`config.mk`:
```
export PLATFORM = sky130hd
export DESIGN_NAME = run_dump_ctrl
export DESIGN_NICKNAME = d
export VERILOG_FILES = /design/src/rtl/mips_dbg_pkg.sv /design/src/rtl/byte_word_assembler.sv /design/src/rtl/run_dump_ctrl.sv
export SDC_FILE = /design/constraint.sdc
export NUM_CORES = 1
export LEC_CHECK = 0
export ABC_AREA = 1
export CAP_MARGIN = 5
export CORE_ASPECT_RATIO = 1.2
export CORE_MARGIN = 1.5
export CORE_UTILIZATION = 40
export CTS_CLUSTER_DIAMETER = 200
export DETAILED_ROUTE_END_ITERATION = 7
export GPL_TIMING_DRIVEN = 0
export PLACE_DENSITY = 0.67
export SETUP_SLACK_MARGIN = 0.02
export SYNTH_ARGS = -nofsm -noshare
export SYNTH_HDL_FRONTEND = slang
export SYNTH_SLANG_ARGS = --single-unit
```
`constraint.sdc`:
```
create_clock -name clk -period 3.4 [get_ports clk]
set_clock_uncertainty 0.15 [all_clocks]
set_input_delay 0.68 -clock clk [delete_from_list [all_inputs] [get_ports clk]]
set_output_delay 0.68 -clock clk [all_outputs]
set_load 0.01 [all_outputs]
```
`src/rtl/mips_dbg_pkg.sv`:
```
// Shared types and helpers for the MIPS debug run/dump sequencer.
package mips_dbg_pkg;

    typedef enum logic [2:0] {
        ST_HOLD,
        ST_RUN,
        ST_READ,
        ST_OUT,
        ST_DONE
    } dbg_state_e;

    // Ceiling log2; returns 0 for inputs of 0 or 1.
    function automatic int unsigned clog2(input int unsigned v);
        int unsigned r;
        int unsigned x;
        r = 0;
        x = (v > 0) ? v - 1 : 0;
        while (x > 0) begin
            r = r + 1;
            x = x >> 1;
        end
        return r;
    endfunction

    // Bytes per dump word.
    function automatic int unsigned bytes_of(input int unsigned data_w);
        return data_w / 8;
    endfunction

    // Width of a word index able to reach 'words' itself (never below 1 bit).
    function automatic int unsigned idx_w(input int unsigned words);
        return (clog2(words + 1) > 0) ? clog2(words + 1) : 1;
    endfunction

endpackage

```
`src/rtl/byte_word_assembler.sv`:
```
// Collects byte reads, arriving one cycle after each issue, into a little-endian word.
module byte_word_assembler
    import mips_dbg_pkg::*;
#(
    parameter int unsigned DATA_W = 32
) (
    input  logic              clk,
    input  logic              rst,
    input  logic              issue_i,
    input  logic [7:0]        byte_i,
    output logic [DATA_W-1:0] word_o,
    output logic              word_ready_c_o
);

    localparam int unsigned       BYTES     = bytes_of(DATA_W);
    localparam int unsigned       LANE_W    = (clog2(BYTES) > 0) ? clog2(BYTES) : 1;
    localparam logic [LANE_W-1:0] LAST_LANE = LANE_W'(BYTES - 1);

    logic              cap_q;
    logic [LANE_W-1:0] lane_q;
    logic [DATA_W-1:0] word_q;
    logic [DATA_W-1:0] word_d;

    // New byte enters at the top; after BYTES shifts the first byte sits in lane 0.
    generate
        if (BYTES > 1) begin : g_shift
            assign word_d = {byte_i, word_q[DATA_W-1:8]};
        end else begin : g_single
            assign word_d = byte_i;
        end
    endgenerate

    // Capture pipeline: valid trails the issue strobe by one cycle.
    always_ff @(posedge clk) begin
        if (rst) begin
            cap_q  <= 1'b0;
            lane_q <= '0;
            word_q <= '0;
        end else begin
            cap_q <= issue_i;
            if (cap_q) begin
                word_q <= word_d;
                lane_q <= (lane_q == LAST_LANE) ? '0 : lane_q + LANE_W'(1);
            end
        end
    end

    assign word_o         = word_q;
    assign word_ready_c_o = cap_q && (lane_q == LAST_LANE);

endmodule

```
`src/rtl/run_dump_ctrl.sv`:
```
// Run/dump sequencer: holds the core in reset, runs it, freezes it, then streams a memory window.
module run_dump_ctrl
    import mips_dbg_pkg::*;
#(
    parameter int unsigned RST_HOLD   = 1,
    parameter int unsigned RUN_CYCLES = 125,
    parameter int unsigned ADDR_W     = 12,
    parameter int unsigned DATA_W     = 32,
    parameter int unsigned DUMP_BASE  = 0,
    parameter int unsigned DUMP_WORDS = 32,
    parameter int unsigned CNT_W      = 32
) (
    input  logic                         clk,
    input  logic                         rst,
    input  logic                         halt,
    output logic                         cpu_rst,
    output logic                         dm_sel,
    output logic [ADDR_W-1:0]            dm_addr,
    output logic                         dm_rd,
    input  logic [7:0]                   dm_byte,
    output logic                         dump_valid,
    input  logic                         dump_ready,
    output logic [DATA_W-1:0]            dump_data,
    output logic [idx_w(DUMP_WORDS)-1:0] dump_idx,
    output logic [CNT_W-1:0]             cycles_run,
    output logic                         done
);

    localparam int unsigned       BYTES       = bytes_of(DATA_W);
    localparam int unsigned       IDX_W       = idx_w(DUMP_WORDS);
    localparam int unsigned       ISS_W       = (clog2(BYTES) > 0) ? clog2(BYTES) : 1;
    localparam logic [31:0]       HOLD_LAST   = 32'(RST_HOLD - 1);
    localparam logic [CNT_W-1:0]  RUN_LAST    = CNT_W'(RUN_CYCLES - 1);
    localparam bit                RUN_LIMITED = (RUN_CYCLES != 0);
    localparam bit                HAS_WORDS   = (DUMP_WORDS != 0);
    localparam logic [IDX_W-1:0]  IDX_LAST    = IDX_W'(DUMP_WORDS - 1);
    localparam logic [ISS_W-1:0]  ISS_LAST    = ISS_W'(BYTES - 1);
    localparam logic [ADDR_W-1:0] ADDR_BASE   = ADDR_W'(DUMP_BASE);
    localparam logic [ADDR_W-1:0] ADDR_STEP   = ADDR_W'(BYTES);

    dbg_state_e        state_q;
    logic [31:0]       hold_q;
    logic [ISS_W-1:0]  iss_q;
    logic [ADDR_W-1:0] w_addr_q;
    logic              cpu_rst_q;
    logic              dm_sel_q;
    logic [ADDR_W-1:0] dm_addr_q;
    logic              dm_rd_q;
    logic              dump_valid_q;
    logic [IDX_W-1:0]  dump_idx_q;
    logic [CNT_W-1:0]  cycles_run_q;
    logic              done_q;
    logic              run_end_c;
    logic              word_ready_c;
    logic [DATA_W-1:0] asm_word;

    // Halt and budget expiry in the same cycle collapse into one exit.
    assign run_end_c = halt || (RUN_LIMITED && (cycles_run_q == RUN_LAST));

    // Sequencer: every output is a register updated on the transition that changes it.
    always_ff @(posedge clk) begin
        if (rst) begin
            state_q      <= ST_HOLD;
            hold_q       <= '0;
            iss_q        <= '0;
            w_addr_q     <= ADDR_BASE;
            cpu_rst_q    <= 1'b1;
            dm_sel_q     <= 1'b0;
            dm_addr_q    <= '0;
            dm_rd_q      <= 1'b0;
            dump_valid_q <= 1'b0;
            dump_idx_q   <= '0;
            cycles_run_q <= '0;
            done_q       <= 1'b0;
        end else begin
            unique case (state_q)
                ST_HOLD: begin
                    if (hold_q == HOLD_LAST) begin
                        state_q   <= ST_RUN;
                        cpu_rst_q <= 1'b0;
                    end else begin
                        hold_q <= hold_q + 32'd1;
                    end
                end
                ST_RUN: begin
                    if (!(&cycles_run_q)) cycles_run_q <= cycles_run_q + CNT_W'(1);
                    if (run_end_c) begin
                        cpu_rst_q <= 1'b1;
                        dm_sel_q  <= 1'b1;
                        if (HAS_WORDS) begin
                            state_q   <= ST_READ;
                            dm_rd_q   <= 1'b1;
                            dm_addr_q <= w_addr_q;
                            iss_q     <= '0;
                        end else begin
                            state_q <= ST_DONE;
                            done_q  <= 1'b1;
                        end
                    end
                end
                ST_READ: begin
                    if (dm_rd_q) begin
                        if (iss_q == ISS_LAST) begin
                            dm_rd_q <= 1'b0;
                        end else begin
                            iss_q     <= iss_q + ISS_W'(1);
                            dm_addr_q <= dm_addr_q + ADDR_W'(1);
                        end
                    end
                    if (word_ready_c) begin
                        state_q      <= ST_OUT;
                        dump_valid_q <= 1'b1;
                    end
                end
                ST_OUT: begin
                    if (dump_ready) begin
                        dump_valid_q <= 1'b0;
                        dump_idx_q   <= dump_idx_q + IDX_W'(1);
                        w_addr_q     <= w_addr_q + ADDR_STEP;
                        if (dump_idx_q == IDX_LAST) begin
                            state_q <= ST_DONE;
                            done_q  <= 1'b1;
                        end else begin
                            state_q   <= ST_READ;
                            dm_rd_q   <= 1'b1;
                            dm_addr_q <= w_addr_q + ADDR_STEP;
                            iss_q     <= '0;
                        end
                    end
                end
                ST_DONE: begin
                end
                default: state_q <= ST_HOLD;
            endcase
        end
    end

    // Byte lanes are filled from the read strobe delayed by one cycle.
    byte_word_assembler #(
        .DATA_W(DATA_W)
    ) u_asm (
        .clk           (clk),
        .rst           (rst),
        .issue_i       (dm_rd_q),
        .byte_i        (dm_byte),
        .word_o        (asm_word),
        .word_ready_c_o(word_ready_c)
    );

    assign cpu_rst    = cpu_rst_q;
    assign dm_sel     = dm_sel_q;
    assign dm_addr    = dm_addr_q;
    assign dm_rd      = dm_rd_q;
    assign dump_valid = dump_valid_q;
    assign dump_data  = asm_word;
    assign dump_idx   = dump_idx_q;
    assign cycles_run = cycles_run_q;
    assign done       = done_q;

endmodule

```
==> results.cfg, run 1 <==
[grt]
grt_util_met1_pct = 26.3
grt_usage_pct = 22.2
grt_max_degree = 17
overflow = 0
use_met2_pct = 38.1
use_met3_pct = 4.91
grt_pass1_vias = 6927
antenna_found_initial = 0
busiest_layer = met2
grt_pass1_wl_um = 33700

[critical_path]
path_class = reg -> out
cp-end-kind = output port
critPathTopFamily = buffers and inverters
path_cells = clkdlybuf4s50_1
worst_setup_path_start_kind = register
cp_max_fo = 8
arrival_ps = 1530
cp.required_ps = 2570
critical_path.slowest_cell = clkdlybuf4s50_1
cpPeakStageDelay_ps = 600
crit_buf_inv = 1

[clock_network]
postCtsSetupBuffers = 0
cts_tree = built
numCtsBuffers = 17
ctsHoldBuffers = 0
cts_buffer_depth = 2
clkTransAtPathRegs_ps = 60
cts_root_buffer = clkbuf_16
cts_max_level = 4
cts-resized-gates = 0
clkSinkCount = 137
clock_latency_ps = 420

[power_and_ir_drop]
switching_share_pct = 35.8
switchingPower_mw = 1.95
powerDensity_mw_per_mm2 = 597
p_clk_share_pct = 30.8
vdd_drop_max_mv = 0.376
comb_power_share_pct = 32.2
p_leak_nw = 3.58
seqPwrFrac_pct = 37.0
p_int_mw = 3.49

[routing]
drc = 0
post_drt_wl_per_cell_um = 14.1
final_antenna_net_count = 0
drt_iter0_drc = 487
vias = 7604
via_per_inst = 5.12
firstDrtPassIters = 5
wl_um = 21000

[place]
port_buffers = 97
dp_hpwl_um = 15700
place.gp.congestion = 0.949
dp_cells = 1455

[floorplan]
ios = 99
dieHeight_um = 151
rows = 54
chipWidth_um = 127
core_sq_mm = 0.0181
die-area_sq_mm = 0.0192
start_util_pct = 40.5

[logic_synthesis]
synth_cell_type_count = 40
synth_ff_type = dfxtp_1
synth_seq_cells = 137
yosysWarningCount = 0
seq_area_frac_synth_pct = 37.4
synth.top_cells.by_area = dfxtp_1 37%, nand2_1 15%, nor2_1 12%
syn_inst = 1134
synth.top_cell.area_share_pct = 37.4
syn_nets = 1155
synth.largest_area_cell = dfxtp_1
syn_area_per_cell_sq_um = 6.47
synth_area_sq_mm = 0.00734
synth_edf_count = 0
async_reset_ff_share_pct = 0

[sta]
fin_tns_setup_ps = 0
setup_viol = 0
fin_crit_sh_pct = 69.4
worst_pin_slew_ps = 672
rsz0062_at_grt = false
fmax_mhz = 424
final_hold_viol_count = 0
relSlewSlack_pct = 55.2
post-route-min-period_ps = 2360
drv_slew = 0

[job]
drv_cap = 0

[final_layout]
drive_gt1_share_pct = 6.50
fin_cells = 1486
fin_nets = 1271
syn2layout_area_growth_pct = 24.2
antenna_cells = 0
nFillCells = 1867

[status]
status = complete, no violations

[min_path]
hp-class = reg -> reg
[worst paths after layout]
path               endpoint           start  cells past startpoint  slack [ps]
min                    done            done                      2         310
min reg2reg            done            done                      2         310
max reg2reg  cycles_run[31]   cycles_run[0]                     11        1180
max          cycles_run[25]  cycles_run[25]                      1        1040
[layer usage]
layer / routed length [um] / vias up
met5: 0 / -
met4: 648 / 0
met3: 1180 / 45
met2: 9940 / 223
met1: 9240 / 3465
li1: - / 3871
[logic make-up after synthesis]
family                   count (synthesis)  synth area share [%]
AO/OA/AOI/OAI                          151                  11.1
AND/OR/NAND/NOR                        671                  39.1
buffers and inverters                  142                  8.03
flip-flops                             137                  37.4
XOR/XNOR                                24                  2.86
adder cells (fa/ha/maj)                  9                  1.53
[layout make-up]
| cell class | instances | area [sq um] | area share (%) |
|---|---|---|---|
| Inverter | 105 | 394 | 4.32 |
| Clock inverter | 7 | 45.0 | 0.494 |
| Tap cell | 224 | 280 | 3.07 |
| Clock buffer | 24 | 482 | 5.28 |
| Sequential cell | 137 | 2740 | 30.1 |
| Buffer | 37 | 195 | 2.14 |
| Timing Repair Buffer | 97 | 971 | 10.7 |
| Multi-Input combinational cell | 855 | 4010 | 43.9 |
[power by group through the flow]
stage	sequential (mW)	combinational [mW]	clock, mW
after CTS	2.01	1.75	1.70
after global routing	2.04	1.95	1.77
after floorplan	2.07	1.02	0
after detailed placement	2.04	1.75	0
after global placement	2.04	1.73	0
final	2.01	1.75	1.68
[registers in the layout (all words and copies together), names as in the netlist]
signal        count
hold_q           32
dm_addr          12
cycles_run       32
u_asm.word_o     32
done              1
state_q           3
u_asm.lane_q      2
u_asm.cap_q       1
dump_valid        1
dump_idx          6
w_addr_q         10
iss_q             2
dm_rd             1
dm_sel            1
cpu_rst           1
[cells in the mapped netlist, types with 5 or more instances]
master	number
ha_1	9
nor3_2	10
buf_2	5
dfxtp_1	137
inv_1	97
buf_4	5
buf_1	5
nand2_1	290
clkbuf_1	19
inv_2	6
nor3b_1	6
nand3b_1	5
xor2_1	17
o21ai_0	73
xnor2_1	7
nor2_1	235
nand3_1	48
o211ai_1	5
nor2_2	12
a21oi_1	58
nor3_1	25
nand4_1	24
and3_1	5
[cell usage in the layout, fill, tap and decap left out, types with 6 or more instances in the layout]
master,count
inv_2,6
nand2_1,290
o21ai_0,73
ha_1,9
clkbuf_16,17
nor2_2,12
nor3_2,10
nor3b_1,6
dfxtp_1,137
nand3_1,48
inv_1,97
xor2_1,17
nor2_1,235
clkbuf_1,23
a21oi_1,58
nand4_1,24
nor3_1,25
xnor2_1,7
clkdlybuf4s50_1,97
[through the flow]
step                      instance area, sq um  setup slack [ps]  power (mW)  hold WS [ps]  util, %
after floorplan                           7340              1520        3.08           293        -
after global placement                    8590               935        3.77           286     47.4
after detailed placement                  8590               925        3.78           297     47.4
after CTS                                 9110              1030        5.47           308     50.3
after global routing                      9110               991        5.75           335     50.3
final                                     9110              1040        5.44           311     50.3
No activity file was read; power rests on OpenSTA's default activity.
==> inputs of run 2 (changes only) <==
PLACE_DENSITY = 0.7   (was 0.67)
clock period = 2.15 ns   (was 3.4 ns; I/O delays follow)
==> run 2 against run 1 <==
Sequential cell count unchanged; worst hold slack lost 17 ps; largest cell class unchanged; routed wire length is 2.1% higher.
==> results.cfg, run 2 (synthesis gave the netlist of run 1 again) <==
[status]
status = complete, no violations

[critical_path]
arrival_ps = 1510
cpPeakStageDelay_ps = 600
cp.depth = 1
worst_setup_path_start_kind = register
reg2regPathDepth = 11
cp_max_fo = 6
cp.required_ps = 1570
cp-end-kind = output port
critical_path.slowest_cell = clkdlybuf4s50_1
crit_buf_inv = 1
path_class = reg -> out
path_cells = clkdlybuf4s50_1
critPathTopFamily = buffers and inverters

[routing]
firstDrtPassIters = 5
post_drt_wl_per_cell_um = 14.3
via_per_inst = 5.13
drc = 0
final_antenna_net_count = 0
vias = 7672
drt_iter0_drc = 560
wl_um = 21400

[final_layout]
mostFrequentLayoutCell = nand2_1
antenna_cells = 0
fin_nets = 1279
fin_area_sq_mm = 0.00940
layout_common_cells = 289 x nand2_1, 228 x nor2_1, 131 x dfxtp_1
drive_gt1_share_pct = 8.97
fin_cells = 1495
fin_util_pct = 51.9
syn2layout_area_growth_pct = 28.1

[job]
drv_cap = 0

[power_and_ir_drop]
finalPower_mw = 9.34
vdd_drop_max_mv = 0.589
powerDensity_mw_per_mm2 = 994
p_leak_nw = 3.69

[clock_network]
ctsHoldBuffers = 0
clkSinkCount = 137
clkTransAtPathRegs_ps = 70
cts_tree = built
cts_root_buffer = clkbuf_16
numCtsBuffers = 17
cts_max_level = 4
cts_buffer_depth = 2
clock_latency_ps = 430

[place]
dp_slack_ps = -105
place.gp.congestion = 0.932
placed_area_sq_mm = 0.00859
port_buffers = 97
dp_cells = 1455
dp_hpwl_um = 15600

[sta]
drv_slew = 0
fin_crit_sh_pct = 97.3
fin_ws_ps = 57.9
rsz0062_at_grt = false
post-route-min-period_ps = 2090
worst_pin_slew_ps = 679
hold_slack_ps = 294
fin_tns_setup_ps = 0
final_hold_viol_count = 0
relSlewSlack_pct = 54.7
setup_viol = 0
fmax_mhz = 478

[floorplan]
core_sq_mm = 0.0181
dieHeight_um = 151
start_util_pct = 40.5
rows = 54
chipWidth_um = 127
ios = 99
die-area_sq_mm = 0.0192

[grt]
grt_usage_pct = 22.5
antenna_found_initial = 0
overflow = 0
grt_pass1_vias = 7137
grt_pass1_wl_um = 34300
grt_max_degree = 17

[min_path]
hp-class = in -> reg
hold_depth = 2
-- run 2: cell count changes in the layout (fill, tap and decap cells not counted), sizes merged --
| cell | change |
|---|---|
| bufinv | +4 |
| clkinv | -2 |
| clkbuf | -6 |
| clkinvlp | +3 |
| buf | +8 |
| inv | +2 |
-- run 2: layout make-up --
type,instances,area [sq um]
tap,224,280
multi-input combinational,855,4090
clock buffer,18,439
clock inverter,14,195
sequential,137,2750
buffer,37,206
inverter,105,394
fill,1816,8710
timing repair buffer,105,1040
-- run 2: final timing paths --
kind,start,to,slack [ps]
setup / recovery,cycles_run[16],cycles_run[16],60
hold / removal,rst,u_asm.cap_q,290
setup reg to reg,cycles_run[0],dm_addr[11],160
hold reg to reg,done,done,310
-- run 2: metal layers --
| layer | wire length, um | vias up | GRT usage (%) |
|---|---|---|---|
| li1 | - | 3882 | - |
| met1 | 9210 | 3498 | 26.0 |
| met2 | 10200 | 239 | 39.5 |
| met3 | 1330 | 53 | 5.79 |
| met4 | 691 | 0 | 9.77 |
| met5 | 0 | - | 0 |
-- run 2: report_power, final --
part / total (mW) / internal (mW) / switching [mW]
logic: 2.98 / 1.24 / 1.75
registers: 3.19 / 2.88 / 0.306
clock network: 3.17 / 1.98 / 1.20
total: 9.34 / 6.09 / 3.25
-- run 2: repair_timing --
| item | 4_1_cts | 5_1_grt |
|---|---|---|
| gates resized for setup | 5 | 29 |
| setup buffers | 0 | 8 |
| setup endpoints to repair | 24 | 74 |
| pin swaps | 0 | 4 |
